## src/rtl/clock_tick_monitor_if.sv

```systemverilog
// Bundle of the monitor's data-side signals: the three divided clock inputs,
// the sticky-error clear, and the tick/lock/error outputs.
//   master : drives clk_*_in and clr_err, observes the outputs (bench / host)
//   slave  : the monitor itself
`timescale 1ns/1ps
interface clock_tick_monitor_if;
  logic       clk_1_in;
  logic       clk_6_in;
  logic       clk_100_in;
  logic       clr_err;
  logic       tick_1;
  logic       tick_6;
  logic       tick_100;
  logic [2:0] locked;   // bit0=1 Hz, bit1=6 Hz, bit2=100 Hz
  logic [2:0] err;      // same bit order as locked

  modport master (
    output clk_1_in, clk_6_in, clk_100_in, clr_err,
    input  tick_1, tick_6, tick_100, locked, err
  );

  modport slave (
    input  clk_1_in, clk_6_in, clk_100_in, clr_err,
    output tick_1, tick_6, tick_100, locked, err
  );
endinterface

```

## src/rtl/clock_tick_monitor.sv

```systemverilog
// Monitors three slow divided clocks (1 Hz, 6 Hz, 100 Hz) against the 40 MHz
// system clock. Each channel synchronizes its input, emits a one-cycle tick per
// rising edge, measures the tick-to-tick period and tracks lock with a small
// IDLE/ARMED/LOCKED FSM. Period faults and timeouts set a sticky error bit.
// Ports:
//   clk  - system clock, all state on rising edge
//   rst  - asynchronous active-high reset
//   bus  - clock_tick_monitor_if.slave (inputs clk_*_in, clr_err;
//          outputs tick_*, locked[2:0], err[2:0])
`timescale 1ns/1ps

// One monitored channel.
module ctm_lane #(
  parameter int unsigned EXP = 8,
  parameter int unsigned TOL = 1
) (
  input  logic clk,
  input  logic rst,
  input  logic din,
  input  logic clr_err,
  output logic tick,
  output logic locked,
  output logic err
);
  // Bounds held one bit wider than the counter so cnt+1 never wraps.
  localparam int unsigned LO   = (EXP > TOL) ? EXP - TOL : 0;
  localparam int unsigned HI   = EXP + TOL;
  localparam logic [26:0] P_LO = LO[26:0];
  localparam logic [26:0] P_HI = HI[26:0];
  // Counter value on the edge where it would step to EXP+TOL+1.
  localparam logic [25:0] T_OUT = HI[25:0];

  typedef enum logic [1:0] {IDLE = 2'd0, ARMED = 2'd1, LOCKED = 2'd2} st_t;

  logic        s1, s2, prev;
  logic        rise;
  logic [25:0] cnt;
  logic [26:0] period;
  logic        good, tmo;
  logic        err_set, locked_nxt, err_nxt;
  st_t         st, st_nxt;

  always_ff @(posedge clk or posedge rst) begin
    if (rst) begin
      s1   <= 1'b0;
      s2   <= 1'b0;
      prev <= 1'b0;
    end else begin
      s1   <= din;
      s2   <= s1;
      prev <= s2;
    end
  end

  assign rise = s2 & ~prev;

  // cnt is the number of edges since the last tick edge, so on the edge that
  // detects the next rise the elapsed period is cnt+1.
  always_ff @(posedge clk or posedge rst) begin
    if (rst)              cnt <= '0;
    else if (rise)        cnt <= '0;
    else if (cnt != '1)   cnt <= cnt + 26'd1;
  end

  assign period = {1'b0, cnt} + 27'd1;
  assign good   = (period >= P_LO) && (period <= P_HI);
  assign tmo    = !rise && (cnt == T_OUT);

  // FSM: state register
  always_ff @(posedge clk or posedge rst) begin
    if (rst) st <= IDLE;
    else     st <= st_nxt;
  end

  // FSM: next state
  always_comb begin
    st_nxt = st;
    case (st)
      IDLE:    if (rise) st_nxt = ARMED;
      ARMED: begin
        if (rise)     st_nxt = good ? LOCKED : ARMED;
        else if (tmo) st_nxt = IDLE;
      end
      LOCKED: begin
        if (rise)     st_nxt = good ? LOCKED : ARMED;
        else if (tmo) st_nxt = IDLE;
      end
      default: st_nxt = IDLE;
    endcase
  end

  // FSM: outputs. A fresh error wins over a simultaneous clear.
  always_comb begin
    err_set    = (st != IDLE) && ((rise && !good) || tmo);
    locked_nxt = (st_nxt == LOCKED);
    err_nxt    = err_set | (err & ~clr_err);
  end

  always_ff @(posedge clk or posedge rst) begin
    if (rst) begin
      tick   <= 1'b0;
      locked <= 1'b0;
      err    <= 1'b0;
    end else begin
      tick   <= rise;
      locked <= locked_nxt;
      err    <= err_nxt;
    end
  end
endmodule

module clock_tick_monitor #(
  parameter int unsigned EXP_1   = 40000000,
  parameter int unsigned EXP_6   = 6666666,
  parameter int unsigned EXP_100 = 400000,
  parameter int unsigned TOL     = 2
) (
  input  logic                 clk,
  input  logic                 rst,
  clock_tick_monitor_if.slave  bus
);
  localparam int NUM_LANES = 3;

  logic [NUM_LANES-1:0] din, tick, locked, err;

  assign din = {bus.clk_100_in, bus.clk_6_in, bus.clk_1_in};

  for (genvar g = 0; g < NUM_LANES; g++) begin : g_lane
    localparam int unsigned EXP = (g == 0) ? EXP_1 : (g == 1) ? EXP_6 : EXP_100;
    ctm_lane #(.EXP(EXP), .TOL(TOL)) u_lane (
      .clk     (clk),
      .rst     (rst),
      .din     (din[g]),
      .clr_err (bus.clr_err),
      .tick    (tick[g]),
      .locked  (locked[g]),
      .err     (err[g])
    );
  end

  assign bus.tick_1   = tick[0];
  assign bus.tick_6   = tick[1];
  assign bus.tick_100 = tick[2];
  assign bus.locked   = locked;
  assign bus.err      = err;
endmodule

```

## src/flat_wrapper.sv

```systemverilog
// flat-port wrapper written by rule: the top's interface ports become plain ports
module clock_tick_monitor_flat 
#(
  parameter int unsigned EXP_1   = 40000000,
  parameter int unsigned EXP_6   = 6666666,
  parameter int unsigned EXP_100 = 400000,
  parameter int unsigned TOL     = 2
)
  (clk, rst, bus_clk_1_in, bus_clk_6_in, bus_clk_100_in, bus_clr_err, bus_tick_1, bus_tick_6, bus_tick_100, bus_locked, bus_err);
  clock_tick_monitor_if bus_i ();
  input  logic clk;
  input  logic rst;
  input wire logic [$bits(bus_i.clk_1_in)-1:0] bus_clk_1_in;
  input wire logic [$bits(bus_i.clk_6_in)-1:0] bus_clk_6_in;
  input wire logic [$bits(bus_i.clk_100_in)-1:0] bus_clk_100_in;
  input wire logic [$bits(bus_i.clr_err)-1:0] bus_clr_err;
  output wire logic [$bits(bus_i.tick_1)-1:0] bus_tick_1;
  output wire logic [$bits(bus_i.tick_6)-1:0] bus_tick_6;
  output wire logic [$bits(bus_i.tick_100)-1:0] bus_tick_100;
  output wire logic [$bits(bus_i.locked)-1:0] bus_locked;
  output wire logic [$bits(bus_i.err)-1:0] bus_err;
  assign bus_i.clk_1_in = bus_clk_1_in;
  assign bus_i.clk_6_in = bus_clk_6_in;
  assign bus_i.clk_100_in = bus_clk_100_in;
  assign bus_i.clr_err = bus_clr_err;
  assign bus_tick_1 = bus_i.tick_1;
  assign bus_tick_6 = bus_i.tick_6;
  assign bus_tick_100 = bus_i.tick_100;
  assign bus_locked = bus_i.locked;
  assign bus_err = bus_i.err;
  clock_tick_monitor #(.EXP_1(EXP_1), .EXP_6(EXP_6), .EXP_100(EXP_100), .TOL(TOL)) u_core (.clk(clk), .rst(rst), .bus(bus_i));
endmodule
```

## config.mk

```make
export PLATFORM = sky130hd
export DESIGN_NAME = clock_tick_monitor_flat
export DESIGN_NICKNAME = d
export VERILOG_FILES = /design/src/rtl/clock_tick_monitor_if.sv /design/src/rtl/clock_tick_monitor.sv /design/src/flat_wrapper.sv
export SDC_FILE = /design/constraint.sdc
export NUM_CORES = 1
export LEC_CHECK = 0
export ABC_AREA = 1
export CAP_MARGIN = 20
export CELL_PAD_IN_SITES_DETAIL_PLACEMENT = 1
export CELL_PAD_IN_SITES_GLOBAL_PLACEMENT = 1
export CORE_ASPECT_RATIO = 2
export CORE_MARGIN = 8
export CORE_UTILIZATION = 47
export CTS_BUF_LIST = sky130_fd_sc_hd__clkbuf_2 sky130_fd_sc_hd__clkbuf_4 sky130_fd_sc_hd__clkbuf_8
export CTS_CLUSTER_DIAMETER = 50
export CTS_CLUSTER_SIZE = 14
export DETAILED_ROUTE_END_ITERATION = 6
export PLACE_DENSITY_LB_ADDON = 0.1
export SETUP_SLACK_MARGIN = 0.1
export SYNTH_ARGS = -nofsm -noshare
export SYNTH_HDL_FRONTEND = slang
export SYNTH_SLANG_ARGS = --single-unit
```

## constraint.sdc

```tcl
create_clock -name clk -period 3.8 [get_ports clk]
set_input_delay 0.76 -clock clk [delete_from_list [all_inputs] [get_ports clk]]
set_output_delay 0.76 -clock clk [all_outputs]
set_load 0.05 [all_outputs]
```

==> results of run 1 <==
-- area by class of cell --
cell class | instances | area, sq um | area share (%)
Clock inverter | 7 | 63.81 | 0.8456
Timing Repair Buffer | 21 | 205.2 | 2.719
Multi-Input combinational cell | 770 | 3881 | 51.43
Sequential cell | 102 | 2552 | 33.83
Clock buffer | 9 | 123.9 | 1.642
Tap cell | 195 | 244.0 | 3.233
Inverter | 126 | 475.5 | 6.301
-- routing by layer --
| metal | global-route usage, % | share of wire (%) |
|---|---|---|
| met2 | 48.48 | 57 |
| met5 | 0 | 0 |
| met4 | 16.73 | 6.3 |
| met1 | 23.80 | 35 |
| met3 | 2.292 | 1.3 |
-- worst max-delay path by stage --
stage / start / to / cells past startpoint
after floorplan: rst / u_core.g_lane[0].u_lane.cnt[0] / 1
after global placement: u_core.g_lane[0].u_lane.cnt[1] / u_core.g_lane[0].u_lane.st[1] / 20
after detailed placement: u_core.g_lane[0].u_lane.cnt[1] / u_core.g_lane[0].u_lane.st[1] / 20
after CTS: u_core.g_lane[0].u_lane.cnt[1] / u_core.g_lane[0].u_lane.st[1] / 20
after global routing: u_core.g_lane[0].u_lane.cnt[1] / u_core.g_lane[0].u_lane.st[1] / 20
final: u_core.g_lane[0].u_lane.cnt[1] / u_core.g_lane[0].u_lane.st[1] / 20
-- worst register-to-register path, cell delays in order (launching register included) --
cell and delay [ns]:
dfrtp_1 0.43, ha_1 0.26, nand3_1 0.16, nor2_4 0.23, nand2_2 0.11, nor2_1 0.21
nand3_1 0.11, nand2_1 0.10, nand2_1 0.08, nand2_1 0.07, nand2_1 0.07, inv_1 0.06
nand2_1 0.05, nor2_1 0.13, nand3_1 0.12, nand2_1 0.08, nand2_1 0.05, nand3_1 0.07
nand2_1 0.06, nand2_1 0.11, inv_1 0.05
-- stage by stage --
stage | hold WS, ns | total power, mW
final | 0.3697 | 2.589
after global routing | 0.3792 | 2.727
after CTS | 0.3718 | 2.614
after detailed placement | 0.3450 | 1.906
after global placement | 0.3340 | 1.887
after floorplan | 0.3312 | 1.734
-- flip-flops by register name, summed over array words and instances, names as in the netlist --
name                         cells
u_core.g_lane.u_lane.s1          3
u_core.g_lane.u_lane.s2          3
u_core.g_lane.u_lane.cnt        78
u_core.g_lane.u_lane.prev        3
u_core.g_lane.u_lane.locked      3
u_core.g_lane.u_lane.tick        3
u_core.g_lane.u_lane.err         3
u_core.g_lane.u_lane.st          6
-- power by group through the flow --
stage | clock [mW] | combinational (mW) | sequential (mW)
2_1_floorplan | 0 | 0.476 | 1.26
3_3_place_gp | 0 | 0.602 | 1.29
3_5_place_dp | 0 | 0.617 | 1.29
4_1_cts | 0.725 | 0.620 | 1.27
5_1_grt | 0.757 | 0.689 | 1.28
6_report | 0.704 | 0.616 | 1.27
-- cells in the final DEF (no fill, tap or decap), types with 17 or more instances in the layout --
master   Yosys  final
o21ai_0     70     70
nor2_1     133    132
dfrtp_1    102    102
xor2_1      32     32
nor3_1      25     25
nand4_1     28     28
nor2_2      16     17
inv_1      119    118
nand3_1     70     70
nand2_1    283    283
-- cell families after synthesis --
logic type | share of synthesized area (%)
AO/OA/AOI/OAI | 7.848
XOR/XNOR | 4.869
adder cells (fa/ha/maj) | 2.497
buffers and inverters | 8.329
flip-flops | 36.38
AND/OR/NAND/NOR | 40.08
==> results.json, run 1 <==
{
  "yosysWarningCount": 0,
  "syn_avg_cell_area_sq_um": 6.878,
  "finalNonFillerCells": 1230,
  "synthMostInstantiatedCell": "nand2_1",
  "placed_cells": 1214,
  "antenna_violations_before_repair": 0,
  "ff2ff_setup_slack_ns": 1.09,
  "drt-vias-per-instance": 5.485,
  "cp_cell_sequence": "ha_1 -> nand3_1 -> nor2_4 -> nand2_2 -> nor2_1 -> nand3_1 -> nand2_1 -> nand2_1 -> nand2_1 -> nand2_1 -> inv_1 -> nand2_1 -> nor2_1 -> nand3_1 -> nand2_1 -> nand2_1 -> nand3_1 -> nand2_1 -> nand2_1 -> inv_1",
  "post_dp_cell_area_sq_um": 7358,
  "clock_sink_count": 102,
  "cts_setup_buffers": 0,
  "drt-initial-drc-count": 226,
  "clk_transition_reported_paths_ns": 0.11,
  "synth_seq_cells": 102,
  "power.share.clock_pct": 27.2,
  "tritoncts.num_buffers": 9,
  "critical_path_required_ns": 4.09,
  "endpoint_kind": "register",
  "final-max-slew-violation-count": 0,
  "route.detailed.wl_per_inst_microns": 18.32,
  "num-fill-cells": 2015,
  "cellInternalPower_mw": 1.638,
  "setup_total_negative_slack_ns": 0,
  "ctsRootBufferMaster": "clkbuf_8",
  "synth_seq_area_share_pct": 36.38,
  "fin_ws_ns": 1.088,
  "postCtsResizedCells": 0,
  "tritoncts": "done",
  "die_y_microns": 188.8,
  "clock-skew-final_ns": 0.009084,
  "worst_reg2reg_path_endpoint": "u_core.g_lane[0].u_lane.st[1]",
  "timing.rr.start": "u_core.g_lane[0].u_lane.cnt[1]",
  "critical_path.n_buffers_inverters": 2,
  "detailedPlace.worstSlack_ns": 1.062,
  "worst_hold_path.endpoint": "u_core.g_lane[1].u_lane.s2",
  "final-setup-viol-count": 0,
  "timing.critical_path.from_type": "register",
  "critical-path-top-delay-family": "simple AND/OR/NAND/NOR gates",
  "fp.dieW_microns": 102.4,
  "p_sw_mw": 0.9508,
  "drcViolationCount": 0,
  "hold-path-cell-count": 0,
  "worst_hold_path_type": "register to register",
  "floorplan.rows": 63,
  "dr.pass1.iters": 4,
  "critPathArrivalTime_ns": 3.00,
  "worstMarginPinSlew_ns": 0.6581,
  "report.final.hold_viol_count": 0,
  "commonest_cells_in_the_netlist": "283 x nand2_1, 133 x nor2_1, 119 x inv_1, 102 x dfrtp_1",
  "pwr_density_cell_nw_per_um2": 343.1,
  "worstHoldStart": "u_core.g_lane[1].u_lane.s1",
  "final_min_period_over_clock_period_pct": 71.37,
  "clock_tree.buffer_depth": 2,
  "worst_path_cell_with_the_longest_stage_delay": "dfrtp_1",
  "postRouteAntennaNets": 0,
  "synthDistinctLibCells": 41,
  "synth_edf_count": 0,
  "grt_pass1_vias": 7456,
  "routabilityCongestion": 0.9559,
  "seqPwrFrac_pct": 49.0,
  "grt_start_max_net_pins": 55,
  "netlist_instances": 1020,
  "r2r_cells": 20,
  "port_buffers": 14,
  "synth.largest_area_cell": "dfrtp_1",
  "timing.max_cap.violations": 0,
  "max_freq_mhz": 368.7,
  "area_growth_pct": 7.562,
  "globalRoute.totalOverflow": 0,
  "floorplan.core_area_sq_um": 14740,
  "worst-path-max-fanout": 7,
  "final_core_util_pct": 51.19,
  "post-route-cell-area_sq_um": 7546,
  "num_io_pins": 15,
  "power.switching_fraction_pct": 36.73,
  "global_router_s_overall_resource_usage_pct": 25.26,
  "nNetsFinal": 1050,
  "ys_dominant_reg_cell": "dfrtp_1",
  "vdd_drop_max_mv": 0.2673,
  "clk-insertion-delay-late_ns": 0.40,
  "setup.worst_path.class": "register to register",
  "synth_largest_type_area_fraction_pct": 36.38,
  "grt_first_pass_wirelength_microns": 37200,
  "synth_area_leaders": "dfrtp_1 36%, nand2_1 15%, nor2_1 7.1%, inv_1 6.4%, nand3_1 5.0%",
  "detailroute.via_count": 6746,
  "final.min_clock_period_ns": 2.712,
  "cpMostUsedCell": "nand2_1",
  "hpwl_microns": 18230,
  "timing.critical_path.slowest_cell_delay_ns": 0.43,
  "cts-hold-fix-buffers": 0,
  "num_antenna_cells": 0,
  "slew-limit-headroom_pct": 56.13,
  "detail_route.wirelength_microns": 22540,
  "synth_async_sr_flop_share_pct": 100.0,
  "combPwrFrac_pct": 23.8,
  "grt_setup_unrepaired": "no",
  "cts_htree_levels": 3,
  "netlist_area_sq_um": 7015,
  "synth_fp_nets": 1040,
  "floorplan.initialDensity_pct": 47.59,
  "drive_above_1_share_pct": 8.406,
  "die-area_sq_um": 19330,
  "outcome": "finished, final reports clean",
  "cellLeakagePower_nw": 3.410
}
(Power assumes the default switching activity.)
==> run 2, diff against run 1 <==
- CORE_UTILIZATION: 47 -> 43
- clock period: 3.8 -> 2.4 ns (I/O delays scaled with it)
==> run 2 against run 1 <==
Compared with the run above:
- the flow now finishes with violations (negative setup slack)
- combinational power rose by 120%
- total power rose by 74%
- utilization rose by 5.7 points
- register-to-register slack got worse by 1.1 ns
- non-clock buffer count rose by 112
- via count rose by 8.4%
- worst setup slack got worse by 1.1 ns
- critical endpoint is now u_core.g_lane[2].u_lane.locked
- largest cell class unchanged
- highest routed layer unchanged
==> results.json, run 2 (same netlist as run 1, synthesis figures left out) <==
{
  "outcome": "finished, violations left",
  "failed_checks": "negative setup slack",
  "route.detailed.wl_per_inst_microns": 18.17,
  "cpMostUsedCell": "nand2_1",
  "timing.max_cap.violations": 0,
  "slew-limit-headroom_pct": 65.25,
  "grt_start_max_net_pins": 49,
  "globalRoute.totalOverflow": 0,
  "floorplan.core_area_sq_um": 16100,
  "grt_setup_unrepaired": "yes",
  "fin_ws_ns": -0.03513,
  "multiInputGateArea_sq_um": 4567,
  "drt-initial-drc-count": 293,
  "final.min_clock_period_ns": 2.435,
  "detailroute.via_count": 7315,
  "clk-insertion-delay-late_ns": 0.40,
  "floorplan.initialDensity_pct": 43.57,
  "final-max-slew-violation-count": 0,
  "detailedPlace.worstSlack_ns": -0.1634,
  "use_met3_pct": 2.486,
  "routabilityCongestion": 0.9635,
  "p_total_mw": 4.493,
  "drive_above_1_share_pct": 30.34,
  "clock-skew-final_ns": 0.01206,
  "ctsRootBufferMaster": "clkbuf_8",
  "worst_hold_path_type": "register to register",
  "critical_path_required_ns": 2.73,
  "clk_transition_reported_paths_ns": 0.11,
  "most_frequent_standard_cell_in_the_layout_excluding_fill_and_tap_cells": "nand2_1",
  "num_io_pins": 15,
  "grt_pass1_vias": 7611,
  "leading_cell_types_in_the_layout_fill_and_taps_excluded": "240 x nand2_1, 112 x inv_1, 109 x buf_4, 91 x nor2_1, 87 x dfrtp_1",
  "tritoncts.num_buffers": 9,
  "setup.worst_path.class": "register to register",
  "report.final.hold_viol_count": 0,
  "floorplan.rows": 66,
  "final_core_util_pct": 56.86,
  "fraction_of_met1_tracks_used_by_global_routing_pct": 30.93,
  "setup_total_negative_slack_ns": -0.08661,
  "area_growth_pct": 30.52,
  "tritoncts": "done",
  "num-fill-cells": 2073,
  "timing.critical_path.from_type": "register",
  "final-setup-viol-count": 4,
  "grt_first_pass_wirelength_microns": 38870,
  "critical-path-top-delay-family": "simple AND/OR/NAND/NOR gates",
  "die_y_microns": 196.6,
  "worst-path-max-fanout": 4,
  "drcViolationCount": 0,
  "grt_util_met2_pct": 38.09,
  "largest_register_ffs": 78,
  "dr.pass1.iters": 7,
  "top_register": "u_core.g_lane.u_lane.cnt",
  "timing.critical_path.slowest_cell_delay_ns": 0.44,
  "fp.dieW_microns": 106.3,
  "clock_sink_count": 102,
  "top_regs": "u_core.g_lane.u_lane.cnt: 78 flops, u_core.g_lane.u_lane.st: 6 flops",
  "port_buffers": 14,
  "pwr_density_cell_nw_per_um2": 490.7,
  "holdWs_ns": 0.3606,
  "cts_htree_levels": 3,
  "drt-vias-per-instance": 5.415,
  "detail_route.wirelength_microns": 24550,
  "globalRoute.busiestLayer": "met2",
  "worstMarginPinSlew_ns": 0.5193,
  "antenna_violations_before_repair": 0,
  "global_router_s_overall_resource_usage_pct": 23.22,
  "critical_path.n_buffers_inverters": 2,
  "final-seq-area_sq_um": 2571,
  "postRouteAntennaNets": 0,
  "hpwl_microns": 17880,
  "max_freq_mhz": 410.7,
  "critPathArrivalTime_ns": 2.77,
  "endpoint_kind": "register",
  "nNetsFinal": 1162,
  "final_min_period_over_clock_period_pct": 101.5,
  "cellLeakagePower_nw": 4.171,
  "clock_tree.buffer_depth": 2,
  "cts-hold-fix-buffers": 0,
  "cp_cell_sequence": "ha_2 -> nand2_1 -> inv_2 -> buf_4 -> nand2_1 -> xnor2_2 -> nand2_1 -> nor2_2 -> nand3_1 -> nor2_2 -> nand4_1 -> nand2_1 -> nand4_1 -> nand2_1 -> nand2_1 -> nand2_1 -> nand2_1 -> nor2_1",
  "worst_path_cell_with_the_longest_stage_delay": "dfrtp_1",
  "die-area_sq_um": 20910,
  "num_antenna_cells": 0,
  "vdd_drop_max_mv": 0.2674
}
## run 2: changes by cell type in the layout (fill, tap and decap cells not counted), sizes merged
cell / before / now
inv: 128 / 126
clkinvlp: 1 / 2
buf: 7 / 119
clkbuf: 9 / 10
## run 2: worst paths after layout
path	startpoint	end	slack, ns	depth (start not counted)
worst min-delay path	u_core.g_lane[1].u_lane.s1	u_core.g_lane[1].u_lane.s2	0.36	0
worst max register to register	u_core.g_lane[2].u_lane.cnt[0]	u_core.g_lane[2].u_lane.locked	-0.04	18
worst max-delay path	u_core.g_lane[2].u_lane.cnt[0]	u_core.g_lane[2].u_lane.locked	-0.04	18
max in group asynchronous	rst	u_core.g_lane[2].u_lane.cnt[7]	1.35	3
min in group asynchronous	rst	u_core.g_lane[0].u_lane.cnt[2]	0.43	2
worst min register to register	u_core.g_lane[1].u_lane.s1	u_core.g_lane[1].u_lane.s2	0.36	0
## run 2: layout make-up
| class | instances | area share (%) |
|---|---|---|
| multi-input cells | 770 | 49.88 |
| well taps | 204 | 2.788 |
| clock buffers | 10 | 1.503 |
| inverters | 126 | 5.288 |
| repair buffers | 133 | 11.89 |
| clock inverters | 6 | 0.5739 |
| flip-flops and latches | 102 | 28.08 |
## run 2: stage by stage
step	cell area (sq um)	cells
after CTS	8631	1335
after detailed placement	7856	1286
after global routing	9156	1351
after floorplan	7019	1020
final	9156	1351
after global placement	7856	1286
## run 2: layer usage
layer	share of wire, %	wire [microns]	up-vias
met4	2.3	557	0
met2	49	12040	112
li1	-	-	3486
met1	46	11310	3672
met3	2.6	641	45
met5	0	0	-
## run 2: power breakdown
group	total (mW)	switching, mW	internal, mW	leakage [nW]
logic	1.38	0.806	0.576	2.72
clock network	1.12	0.691	0.425	0.0967
registers	2.00	0.139	1.86	1.35
## run 2: repair_timing
item                       in CTS  in global routing
gates resized for setup        91                116
pin swaps                      56                 74
setup endpoints to repair      12                 13
buffers inserted               34                 19
## run 2: worst register-to-register path, stage by stage (launching register included)
cell and delay, ns:
dfrtp_1 0.44, ha_2 0.21, nand2_1 0.07, inv_2 0.08
buf_4 0.12, nand2_1 0.08, xnor2_2 0.19, nand2_1 0.10
nor2_2 0.12, nand3_1 0.13, nor2_2 0.14, nand4_1 0.09
nand2_1 0.08, nand4_1 0.18, nand2_1 0.10, nand2_1 0.05
nand2_1 0.05, nand2_1 0.06, nor2_1 0.09
==> run 3, diff against run 2 <==
- SKIP_CTS_REPAIR_TIMING: not set -> 1
==> run 3 against run 2 <==
Compared with the run above:
- the flow still finishes with violations (negative setup slack)
- utilization shrank 2.4 points
- highest routed layer unchanged
- critical endpoint is now u_core.g_lane[0].u_lane.locked
- critical path type unchanged
- maximum frequency up 0.44%
- final cell count down 1.9%
- first-iteration DRC count decreased by 7.2%
- clock-buffer cell count is the same
- via count decreased by 3.3%
- combinational power down 4%
- critical path depth is 1 lower
- non-clock buffer count decreased by 25
- wire length fell by 5.4%
==> results.json, run 3 (same netlist as run 1, synthesis figures left out) <==
{
  "ctsRootBufferMaster": "clkbuf_8",
  "holdWs_ns": 0.3610,
  "drcViolationCount": 0,
  "failed_checks": "negative setup slack",
  "setup_total_negative_slack_ns": -0.06472,
  "setup.worst_path.class": "register to register",
  "final_core_util_pct": 54.41,
  "antenna_violations_before_repair": 0,
  "tritoncts": "done",
  "area_growth_pct": 24.90,
  "clk-insertion-delay-late_ns": 0.39,
  "clock_tree.buffer_depth": 2,
  "grt_pass1_vias": 7267,
  "p_total_mw": 4.416,
  "grt_first_pass_wirelength_microns": 36870,
  "die_y_microns": 196.6,
  "floorplan.rows": 66,
  "detail_route.wirelength_microns": 23210,
  "floorplan.core_area_sq_um": 16100,
  "port_buffers": 14,
  "hpwl_microns": 17880,
  "die-area_sq_um": 20910,
  "worst_path_cell_with_the_longest_stage_delay": "dfrtp_1",
  "grt_util_met2_pct": 35.51,
  "vdd_drop_max_mv": 0.2780,
  "max_freq_mhz": 412.4,
  "final.min_clock_period_ns": 2.425,
  "clk_transition_reported_paths_ns": 0.11,
  "cts_htree_levels": 3,
  "top_register": "u_core.g_lane.u_lane.cnt",
  "floorplan.initialDensity_pct": 43.57,
  "endpoint_kind": "register",
  "postRouteAntennaNets": 0,
  "nNetsFinal": 1137,
  "post_dp_cell_area_sq_um": 7856,
  "grt_setup_unrepaired": "yes",
  "slew-limit-headroom_pct": 62.73,
  "timing.critical_path.slowest_cell_delay_ns": 0.43,
  "top_regs": "u_core.g_lane.u_lane.cnt: 78 flops, u_core.g_lane.u_lane.st: 6 flops",
  "fp.dieW_microns": 106.3,
  "report.final.hold_viol_count": 0,
  "fin_ws_ns": -0.02454,
  "post-route-cell-area_sq_um": 8762,
  "detailroute.via_count": 7077,
  "routabilityCongestion": 0.9635,
  "cp_cell_sequence": "ha_4 -> nand2_2 -> nor2_4 -> buf_4 -> xor2_1 -> nand3_1 -> nor2_2 -> nand3_1 -> nor3_1 -> nand2_1 -> nand3_2 -> nand2_1 -> nand2_1 -> nand3_2 -> nand2_2 -> nand2_2 -> nor2_2",
  "drt-initial-drc-count": 272,
  "largest_register_ffs": 78,
  "fraction_of_met1_tracks_used_by_global_routing_pct": 30.30,
  "num_antenna_cells": 0,
  "finalNonFillerCells": 1326,
  "use_met3_pct": 2.290,
  "pwr_density_cell_nw_per_um2": 504.0,
  "critPathArrivalTime_ns": 2.76,
  "clock-skew-final_ns": 0.009078,
  "final_min_period_over_clock_period_pct": 101.0,
  "worst-path-max-fanout": 4,
  "worst_hold_path_type": "register to register",
  "tritoncts.num_buffers": 9,
  "most_frequent_standard_cell_in_the_layout_excluding_fill_and_tap_cells": "nand2_1",
  "clock_sink_count": 102,
  "critical_path_required_ns": 2.74,
  "globalRoute.totalOverflow": 0,
  "worstMarginPinSlew_ns": 0.5571,
  "grt_start_max_net_pins": 49,
  "global_router_s_overall_resource_usage_pct": 22.04,
  "timing.critical_path.from_type": "register",
  "drt-vias-per-instance": 5.337,
  "timing.max_cap.violations": 0,
  "num_io_pins": 15,
  "drive_above_1_share_pct": 26.83,
  "cellLeakagePower_nw": 3.979,
  "final-max-slew-violation-count": 0,
  "outcome": "finished, violations left",
  "final-setup-viol-count": 4,
  "detailedPlace.worstSlack_ns": -0.1634,
  "dr.pass1.iters": 4,
  "leading_cell_types_in_the_layout_fill_and_taps_excluded": "247 x nand2_1, 115 x inv_1, 98 x nor2_1, 89 x buf_4, 87 x dfrtp_1",
  "route.detailed.wl_per_inst_microns": 17.51,
  "globalRoute.busiestLayer": "met2",
  "placed_cells": 1286
}
[run 3: area by class of cell]
cell class / count / area (sq um)
multi-input cells: 770 / 4387
repair buffers: 108 / 882.1
clock inverters: 6 / 52.55
well taps: 204 / 255.2
inverters: 126 / 476.7
flip-flops and latches: 102 / 2571
fillers: 2084 / 7341
clock buffers: 10 / 137.6
[run 3: worst paths after layout]
| kind | startpoint | to | slack, ns | cells past startpoint |
|---|---|---|---|---|
| min in group asynchronous | rst | u_core.g_lane[0].u_lane.cnt[2] | 0.44 | 2 |
| min reg2reg | u_core.g_lane[1].u_lane.s1 | u_core.g_lane[1].u_lane.s2 | 0.36 | 0 |
| max reg2reg | u_core.g_lane[0].u_lane.cnt[1] | u_core.g_lane[0].u_lane.locked | -0.02 | 17 |
| max | u_core.g_lane[0].u_lane.cnt[1] | u_core.g_lane[0].u_lane.locked | -0.02 | 17 |
| max in group asynchronous | rst | u_core.g_lane[2].u_lane.cnt[7] | 1.36 | 3 |
| min | u_core.g_lane[1].u_lane.s1 | u_core.g_lane[1].u_lane.s2 | 0.36 | 0 |
[run 3: report_power, final]
group / internal, mW / leakage (nW) / switching [mW] / total (mW)
Sequential: 1.86 / 1.35 / 0.132 / 1.99
Clock: 0.425 / 0.0967 / 0.683 / 1.11
Combinational: 0.538 / 2.53 / 0.782 / 1.32
Total: 2.82 / 3.98 / 1.60 / 4.42
[run 3: worst max-delay path: cells and delay by family (launching register included)]
family | cells | cell delay (ns)
XOR/XNOR | 1 | 0.21
AND/OR/NAND/NOR | 14 | 1.39
buffers and inverters | 1 | 0.14
adder cells (fa/ha/maj) | 1 | 0.19
flip-flops | 1 | 0.43
[run 3: metal layers]
layer / wire length (microns) / up-vias
met2: 11200 / 91
met1: 11010 / 3511
li1: - / 3440
met5: 0 / -
met4: 484 / 0
met3: 515 / 35
